===== config.mk =====
export PLATFORM = sky130hd
export DESIGN_NAME = svm_axis_bram_loader
export DESIGN_NICKNAME = d
export VERILOG_FILES = /design/src/rtl/svm_axis_bram_loader.sv
export SDC_FILE = /design/constraint.sdc
export NUM_CORES = 1
export LEC_CHECK = 0
export BUFFER_PORTS_ARGS = -buffer_cell sky130_fd_sc_hd__buf_4
export CAP_MARGIN = 0
export CORE_MARGIN = 1
export CORE_UTILIZATION = 41
export CTS_BUF_LIST = sky130_fd_sc_hd__clkbuf_2
export CTS_CLUSTER_DIAMETER = 100
export DETAILED_ROUTE_END_ITERATION = 10
export PLACE_DENSITY = 0.64
export SETUP_SLACK_MARGIN = 0.15
export SYNTH_ARGS = -nofsm -noshare
export SYNTH_HDL_FRONTEND = slang
export SYNTH_SLANG_ARGS = --single-unit

===== constraint.sdc =====
create_clock -name clk -period 5.2 [get_ports clk]
set_clock_uncertainty 0.1 [all_clocks]
set_input_delay 0 -clock clk [delete_from_list [all_inputs] [get_ports clk]]
set_output_delay 0 -clock clk [all_outputs]
set_load 0.02 [all_outputs]

===== src/rtl/svm_axis_bram_loader.sv =====
// AXI-Stream to BRAM loader.
// Accepts beats of LANES packed samples and writes them one sample per cycle
// to a BRAM port at base + n*ADDR_INC. It raises a one-cycle done pulse at
// frame end and keeps a sticky flag when tlast does not line up with frame_len.
// Every output is a register loaded from the next-state decision, so it lines
// up with the state the FSM is entering.
module svm_axis_bram_loader #(
    parameter int WIDTH                = 16,
    parameter int C_S_AXIS_TDATA_WIDTH = 32,
    parameter int ADDR_INC             = 4,
    parameter int LEN_WIDTH            = 16
) (
    input  logic                            clk,
    input  logic                            rst,
    input  logic                            start,
    input  logic [31:0]                     base_addr,
    input  logic [LEN_WIDTH-1:0]            frame_len,
    input  logic [C_S_AXIS_TDATA_WIDTH-1:0] s_axis_tdata,
    input  logic                            s_axis_tvalid,
    input  logic                            s_axis_tlast,
    output logic                            s_axis_tready,
    output logic [31:0]                     axi_address,
    output logic [WIDTH-1:0]                axi_in_data,
    output logic                            axi_en,
    output logic [3:0]                      axi_we,
    output logic                            done_interrupt,
    output logic                            busy,
    output logic                            err_tlast
);

    localparam int LANES = C_S_AXIS_TDATA_WIDTH / WIDTH;
    localparam int IDX_W = (LANES > 1) ? $clog2(LANES) : 1;

    typedef enum logic [1:0] {
        IDLE   = 2'd0,
        RECV   = 2'd1,
        UNPACK = 2'd2,
        DONE   = 2'd3
    } state_t;

    state_t                            state_r;
    state_t                            state_nxt_s;
    logic [C_S_AXIS_TDATA_WIDTH-1:0]   beat_r;
    logic                              tlast_r;
    logic [IDX_W-1:0]                  idx_r;
    logic [LEN_WIDTH-1:0]              cnt_r;
    logic [LEN_WIDTH-1:0]              len_r;
    logic [31:0]                       addr_acc_r;
    logic                              err_r;
    logic                              en_r;
    logic                              tready_r;
    logic                              busy_r;
    logic                              done_r;
    logic [31:0]                       address_r;
    logic [WIDTH-1:0]                  data_r;

    logic                              accept_s;
    logic                              start_ok_s;
    logic                              last_sample_s;
    logic                              last_lane_s;
    logic                              unpack_exit_s;
    logic [IDX_W-1:0]                  idx_nxt_s;
    logic [31:0]                       addr_nxt_s;

    // Pick one sample lane out of a captured beat; lane 0 sits in the LSBs.
    function automatic logic [WIDTH-1:0] lane_sel(
        input logic [C_S_AXIS_TDATA_WIDTH-1:0] beat,
        input logic [IDX_W-1:0]                idx
    );
        lane_sel = beat[int'(idx)*WIDTH +: WIDTH];
    endfunction

    // tready mirrors RECV, so tvalid alone qualifies a handshake there.
    assign accept_s      = (state_r == RECV) && s_axis_tvalid;
    assign start_ok_s    = (state_r == IDLE) && start && (frame_len != '0);
    // cnt_r never exceeds len_r-1 inside UNPACK, so cnt_r+1 cannot overflow.
    assign last_sample_s = ((cnt_r + LEN_WIDTH'(1)) == len_r);
    assign last_lane_s   = (idx_r == IDX_W'(LANES - 1));
    assign unpack_exit_s = last_sample_s || last_lane_s;
    assign idx_nxt_s     = idx_r + IDX_W'(1);
    assign addr_nxt_s    = addr_acc_r + 32'(ADDR_INC);

    // State register.
    always_ff @(posedge clk or negedge rst) begin
        if (!rst) begin
            state_r <= IDLE;
        end else begin
            state_r <= state_nxt_s;
        end
    end

    // Next-state decision.
    always_comb begin
        state_nxt_s = state_r;
        case (state_r)
            IDLE: begin
                if (start_ok_s) begin
                    state_nxt_s = RECV;
                end else begin
                    state_nxt_s = IDLE;
                end
            end
            RECV: begin
                if (accept_s) begin
                    state_nxt_s = UNPACK;
                end else begin
                    state_nxt_s = RECV;
                end
            end
            UNPACK: begin
                if (!unpack_exit_s) begin
                    state_nxt_s = UNPACK;
                end else if (last_sample_s || tlast_r) begin
                    state_nxt_s = DONE;
                end else begin
                    state_nxt_s = RECV;
                end
            end
            DONE: begin
                state_nxt_s = IDLE;
            end
            default: begin
                state_nxt_s = IDLE;
            end
        endcase
    end

    // Frame context, beat capture, sample counters and write-port data/address.
    always_ff @(posedge clk or negedge rst) begin
        if (!rst) begin
            beat_r     <= '0;
            tlast_r    <= 1'b0;
            idx_r      <= '0;
            cnt_r      <= '0;
            len_r      <= '0;
            addr_acc_r <= 32'h0000_0000;
            err_r      <= 1'b0;
            address_r  <= 32'h0000_0000;
            data_r     <= '0;
        end else begin
            case (state_r)
                IDLE: begin
                    if (start_ok_s) begin
                        addr_acc_r <= base_addr;
                        len_r      <= frame_len;
                        cnt_r      <= '0;
                        err_r      <= 1'b0;
                    end
                end
                RECV: begin
                    if (accept_s) begin
                        beat_r    <= s_axis_tdata;
                        tlast_r   <= s_axis_tlast;
                        idx_r     <= '0;
                        data_r    <= s_axis_tdata[WIDTH-1:0];
                        address_r <= addr_acc_r;
                    end
                end
                UNPACK: begin
                    cnt_r      <= cnt_r + LEN_WIDTH'(1);
                    idx_r      <= idx_nxt_s;
                    addr_acc_r <= addr_nxt_s;
                    if (unpack_exit_s) begin
                        // Final beat must carry tlast; any earlier beat must not.
                        if (last_sample_s) begin
                            err_r <= err_r | ~tlast_r;
                        end else begin
                            err_r <= err_r | tlast_r;
                        end
                    end else begin
                        data_r    <= lane_sel(beat_r, idx_nxt_s);
                        address_r <= addr_nxt_s;
                    end
                end
                DONE: begin
                    err_r <= err_r;
                end
                default: begin
                    err_r <= err_r;
                end
            endcase
        end
    end

    // Status and strobe outputs, decoded from the state being entered.
    always_ff @(posedge clk or negedge rst) begin
        if (!rst) begin
            en_r     <= 1'b0;
            tready_r <= 1'b0;
            busy_r   <= 1'b0;
            done_r   <= 1'b0;
        end else begin
            en_r     <= (state_nxt_s == UNPACK);
            tready_r <= (state_nxt_s == RECV);
            busy_r   <= (state_nxt_s != IDLE);
            done_r   <= (state_nxt_s == DONE);
        end
    end

    assign s_axis_tready  = tready_r;
    assign axi_en         = en_r;
    assign axi_we         = {4{en_r}};
    assign axi_address    = address_r;
    assign axi_in_data    = data_r;
    assign done_interrupt = done_r;
    assign busy           = busy_r;
    assign err_tlast      = err_r;

endmodule


# Word-level counts from Yosys, hierarchy flattened
# Index checks and enable logic that the tools add are counted.
[classes]
mux = 21
magnitude_cmp = 0
n_shift = 1
reduce_logical = 16
bitwise = 3
n_div = 0
n_addsub = 3
mul = 0
eq_ne = 11
[op_table]
columns = ["operator", "count"]
rows = [
  ["$pmux W32 S2", 2],
  ["$mux W32", 3],
  ["$pmux W16 S2", 2],
  ["$mux W16", 3],
  ["$add A32 B3 Y32 const B", 1],
  ["$shiftx A32 B6 Y16", 1],
  ["$add A16 B1 Y16 const B", 1],
  ["$eq A16 B16 Y1", 1],
  ["$reduce_bool A16 Y1", 1],
  ["$eq A2 B2 Y1 const B", 4],
  ["$ne A2 B2 Y1 const B", 4],
  ["$pmux W2 S4", 1],
  ["$reduce_and A2 Y1", 4],
  ["$mux W2", 3],
  ["$reduce_and A3 Y1", 2],
  ["$reduce_bool A2 Y1", 3],
  ["$mux W1", 5],
  ["$eq A2 B1 Y1 const B", 2],
  ["$pmux W1 S2", 2],
  ["$logic_and A1 B1 Y1", 3],
  ["$logic_not A2 Y1", 1],
  ["$logic_or A1 B1 Y1", 2],
  ["$or A1 B1 Y1", 2],
  ["$add A1 B1 Y1 const B", 1],
  ["$not A1 Y1", 1],
]
[totals]
n_memories = 0
ff_bits = 153
elab_cells = 69
out_inout_bits = 57
mem_bits_ro = 0
inputBits = 85
latch_bits = 0
ramBits = 0

# Logic depth before layout (Yosys ltp)
[logic_depth]
depth_word = 7
depth_mapped = 11
ltp_nobuf = 10

# Least setup slack after synthesis
# OpenSTA, ideal clock, no wires.
[synth_timing]
path_type = "reg-to-reg"
from = "reg cnt_r[0]"
to = "reg data_r[14], in the netlist axi_in_data[14]"
path_buffers = 2
slack_ns = 2.404
setup_ns = 0.128
stages_incl_launch_ff = 12
required_time_ns = 4.972
t_arrival_ns = 2.569
synth_period_minus_slack_ns = 2.796
path_cell_list = "dfrtp_1 > ha_1 > and3_1 > clkbuf_1 > nand4_1 > xor2_1 > a21oi_1 > and3_1 > and2_2 > o21ai_4 > buf_6 > mux2_1"
[synth_via]
elab_chain_cells = 5
[synth_rtl]
columns = ["element", "line", "text"]
rows = [
  ["start: declaration", "46", "logic [LEN_WIDTH-1:0] cnt_r;"],
  ["start signal: assignment", "160", "cnt_r <= cnt_r + LEN_WIDTH'(1);"],
  ["$add A16 B1 Y16", "77", "assign last_sample_s = ((cnt_r + LEN_WIDTH'(1)) == len_r);"],
  ["$eq A16 B16 Y1", "77", ""],
  ["$logic_or A1 B1 Y1", "79", "assign unpack_exit_s = last_sample_s || last_lane_s;"],
  ["$ne A2 B2 Y1 (no line)", "--", ""],
  ["$reduce_and A3 Y1 (no line)", "--", ""],
  ["end signal: assignment", "155", "data_r <= s_axis_tdata[WIDTH-1:0];"],
  ["end signal: assignment", "171", "data_r <= lane_sel(beat_r, idx_nxt_s);"],
  ["end: declaration", "55", "logic [WIDTH-1:0] data_r;"],
]
# No other way between the ends.
# A chain may end at the register's enable or synchronous reset.

# Worst setup path in the final report
[layout_timing]
from = "reg cnt_r[0]"
to = "reg address_r[24], in the netlist axi_address[24]"
[layout_via]
elab_chain_cells = 5
[layout_rtl]
columns = ["element", "line", "text"]
rows = [
  ["$add A16 B1 Y16", "77", ""],
  ["$eq A16 B16 Y1", "77", ""],
  ["$logic_or A1 B1 Y1", "79", ""],
  ["$ne A2 B2 Y1 (no line)", "--", ""],
  ["$reduce_and A3 Y1 (no line)", "--", ""],
  ["end signal: assignment", "156", "address_r <= addr_acc_r;"],
  ["end signal: assignment", "172", "address_r <= addr_nxt_s;"],
  ["end: declaration", "54", "logic [31:0] address_r;"],
]
# No other way between the ends.

==> summary.txt <==
Timing
  • Endpoints failing setup: 0
  • PnR worst setup slack: around 1.5 ns
  • Worst Max-Slew Pin Slew: 0.902 ns
  • Final Slew Violations: 0
  • Hold Violations, Final: 0
  • Period utilization: 71.4%
  • RSZ-0062 raised after global routing: no
  • Period minus WS final: 3.71 ns
  • Setup_tns: 0 ns
  • Max-Slew Margin vs Limit: 39.3%
  • F_max: 269 MHz

Global routing
  • GR Overflow Total: 0
  • GRT Util Overall: between 20% and 30%
  • Vias in the first global route: 7,400
  • Largest net degree at the start of global routing: 109
  • First-pass GRT wire length: 38.1 mm
  • Initial antenna violation count: 1

Synth
  • Flops & latches, synth: 153
  • Sequential share of the synthesized area: about 48%
  • Yosys warns: 0
  • Post-synth top flop: dfrtp_1
  • Post-Syn Instances: about 830
  • EDFF count, synth: 0
  • Fraction of registers with async set/reset: 100%
  • Synth cell types: 62
  • Avg Inst Size Synth: between 9 and 10 um2
  • Synthesized area: 8050 um2
  • Post-synth net total: 922

Placed design
  • Port Buffers: 141
  • Placed Cells: 1,188
  • Hpwl dp: 14.1 mm
  • Worst slack, placed: 1.51 ns
  • Final GP Congestion: about 0.86
  • DP Area: 9270 um2

Critical path
  • Worst setup EP type: flip-flop
  • Arr. time, crit path: 4.25 ns
  • Worst reg2reg setup slack: 1.49 ns
  • Crit Path Class: flip-flop to flip-flop
  • Worst Path Required: 5.74 ns
  • Worst Setup Start Kind: flip-flop
  • CP Max Fanout: 31

Final layout
  • Area occupied by multi-input gates: just under 4000 um2
  • Reg area: 3830 um2
  • Non-filler instance count after layout: 1,404
  • Post-Layout Inst Area: 11,300 um2
  • Most frequent cells in the layout: 183 x dlygate4sd3_1, 163 x nand2_1, 153 x dfrtp_1
  • Area delta synth->final: 40.7%
  • Share of cells above drive strength 1: 22.4%
  • Final core utilization: 59.7%
  • Final net count: between 1,000 and 1,500
  • Fill count: around 1,600
  • Commonest non-fill, non-tap cell in the layout: dlygate4sd3_1

Pwr
  • Max VDD drop: 316 uV
  • Power density cells: 507 nW/um2
  • Leak Pwr: 5.06 nW

CTS
  • Worst-path clk slew: about 0.22 ns
  • Clk root buf: clkbuf_2
  • Clk_lat worst skew: 0.76 ns
  • TritonCTS Sinks: 153
  • CTS tree: built
  • CTS Buf Count: 17
  • H-tree depth: 4
  • Maximum root-to-sink buffer count: 2

Detailed routing
  • Routed WL per cell: 16.5 um
  • Initial DRT Pass Iterations: 5
  • Vias: 7,290
  • Avg Vias per Cell: 5.19
  • # DRC: 0
  • Drt initial violations: 683
  • Final WL: 23.2 mm
  • Antenna Nets Post-Route: 0

Floorplanning
  • Die X: 142 um
  • Core area: 19,000 um2
  • Die H: 142 um
  • Starting density of the core: 42.5%
  • Die area: 20,200 um2
  • I/O Pins: 142
  • Row cnt: 50

Flow run
  • Max-Cap Viols: 0

Outcome
  • Status: finished clean

Worst hold path
  • Hold Path Class: primary input to flip-flop
## per-layer routing
metal  up-vias  GRT usage (%)  part of all wire [%]
met5         -              0                     0
met4         0           8.94                   2.4
met3        37           3.97                   4.3
met2       221           39.6                    47
met1      3517           32.3                    46
li1       3515              -                     -
## where the power goes
part           internal (W)  switching (W)  leakage (nW)  total [W]
logic               0.00148        0.00146          3.12    0.00294
clock network      0.000165       0.000438         0.109   0.000603
registers           0.00171       0.000488          1.83    0.00220
## per-stage QoR
step	total power, W	hold slack, ns
2_1_floorplan	0.00405	-0.396
3_3_place_gp	0.00486	0.0939
3_5_place_dp	0.00491	0.0953
4_1_cts	0.00574	0.00304
5_1_grt	0.00616	0.0218
6_report	0.00574	0.0650
## timing repair
action	in CTS	in global routing
endpoints found under the hold margin	211	0
hold buffers	184	0
resized for setup	0	0
buffers inserted	0	0
## synth_stat cells (3+ instances only)
cell	instances	area (um2)
a211oi_1	16	120
a21oi_1	36	180
a31oi_1	4	25.0
and2_1	3	18.8
and3_1	12	75.1
and4_1	5	43.8
buf_1	7	26.3
buf_2	6	30.0
buf_4	5	37.5
buf_6	4	45.0
clkbuf_1	34	128
dfrtp_1	153	3830
ha_1	3	37.5
inv_1	11	41.3
mux2_2	20	225
mux2_4	37	556
mux2i_1	19	190
nand2_1	163	612
nand2b_1	8	50.1
nand3_1	20	100
nand4_1	9	56.3
nor2_1	51	191
nor2b_1	4	25.0
nor3_1	36	180
nor4_1	10	62.6
o21ai_0	56	280
o22ai_1	11	68.8
or2_2	3	18.8
xnor2_1	23	201
xor2_1	22	193
## cell families (layout without fill, tap and decap cells)
| kind of cell | after synthesis | after routing | synth area share, % |
|---|---|---|---|
| flops | 153 | 153 | 47.6 |
| other cells | 0 | 1 | 0 |
| simple gates | 336 | 336 | 19.3 |
| xor+xnor | 46 | 46 | 5.10 |
| buf+inv | 68 | 377 | 3.89 |
| fa+ha+maj | 3 | 3 | 0.466 |
| mux | 77 | 77 | 12.2 |
| compound gates | 151 | 151 | 11.5 |
## registers in the layout, indices dropped and copies added, names as in the netlist
signal and count:
idx_r 1, axi_en 1, addr_acc_r 32, tlast_r 1, axi_in_data 16, beat_r 32
cnt_r 16, done_interrupt 1, len_r 16, axi_address 32, s_axis_tready 1, err_tlast 1
busy 1, state_r 2
## final timing paths
path                                             from                     endpoint  cells past startpoint
max reg2reg                      cnt_r[0]$_DFFE_PN0P_  axi_address[24]$_DFFE_PN0P_                     10
min in group asynchronous                         rst   axi_address[6]$_DFFE_PN0P_                      4
max in group asynchronous                         rst  axi_address[27]$_DFFE_PN0P_                      4
min                                     base_addr[30]   addr_acc_r[30]$_DFFE_PN0P_                      4
max                              cnt_r[0]$_DFFE_PN0P_  axi_address[24]$_DFFE_PN0P_                     10
min reg2reg                addr_acc_r[31]$_DFFE_PN0P_   addr_acc_r[31]$_DFFE_PN0P_                      1
## worst max-delay path: stages (launching register included)
cell and delay (ns):
dfrtp_1 0.49, ha_1 0.30, nand3_1 0.25, nor2_1 0.47, nor3_1 0.08, nand3b_1 0.16, and3_1 0.21, and2_2 0.26
o21ai_4 0.56, buf_12 0.33, mux2_2 0.36
## cell type report
| type | instances | area share, % |
|---|---|---|
| diodes | 1 | 0.0221 |
| clock buffers | 18 | 0.795 |
| clock inverters | 13 | 0.939 |
| inverters | 11 | 0.365 |
| multi-input cells | 613 | 34.6 |
| flip-flops and latches | 153 | 33.8 |
| well taps | 260 | 2.87 |
| repair buffers | 335 | 26.6 |
Power figures use the tool's default switching activity.
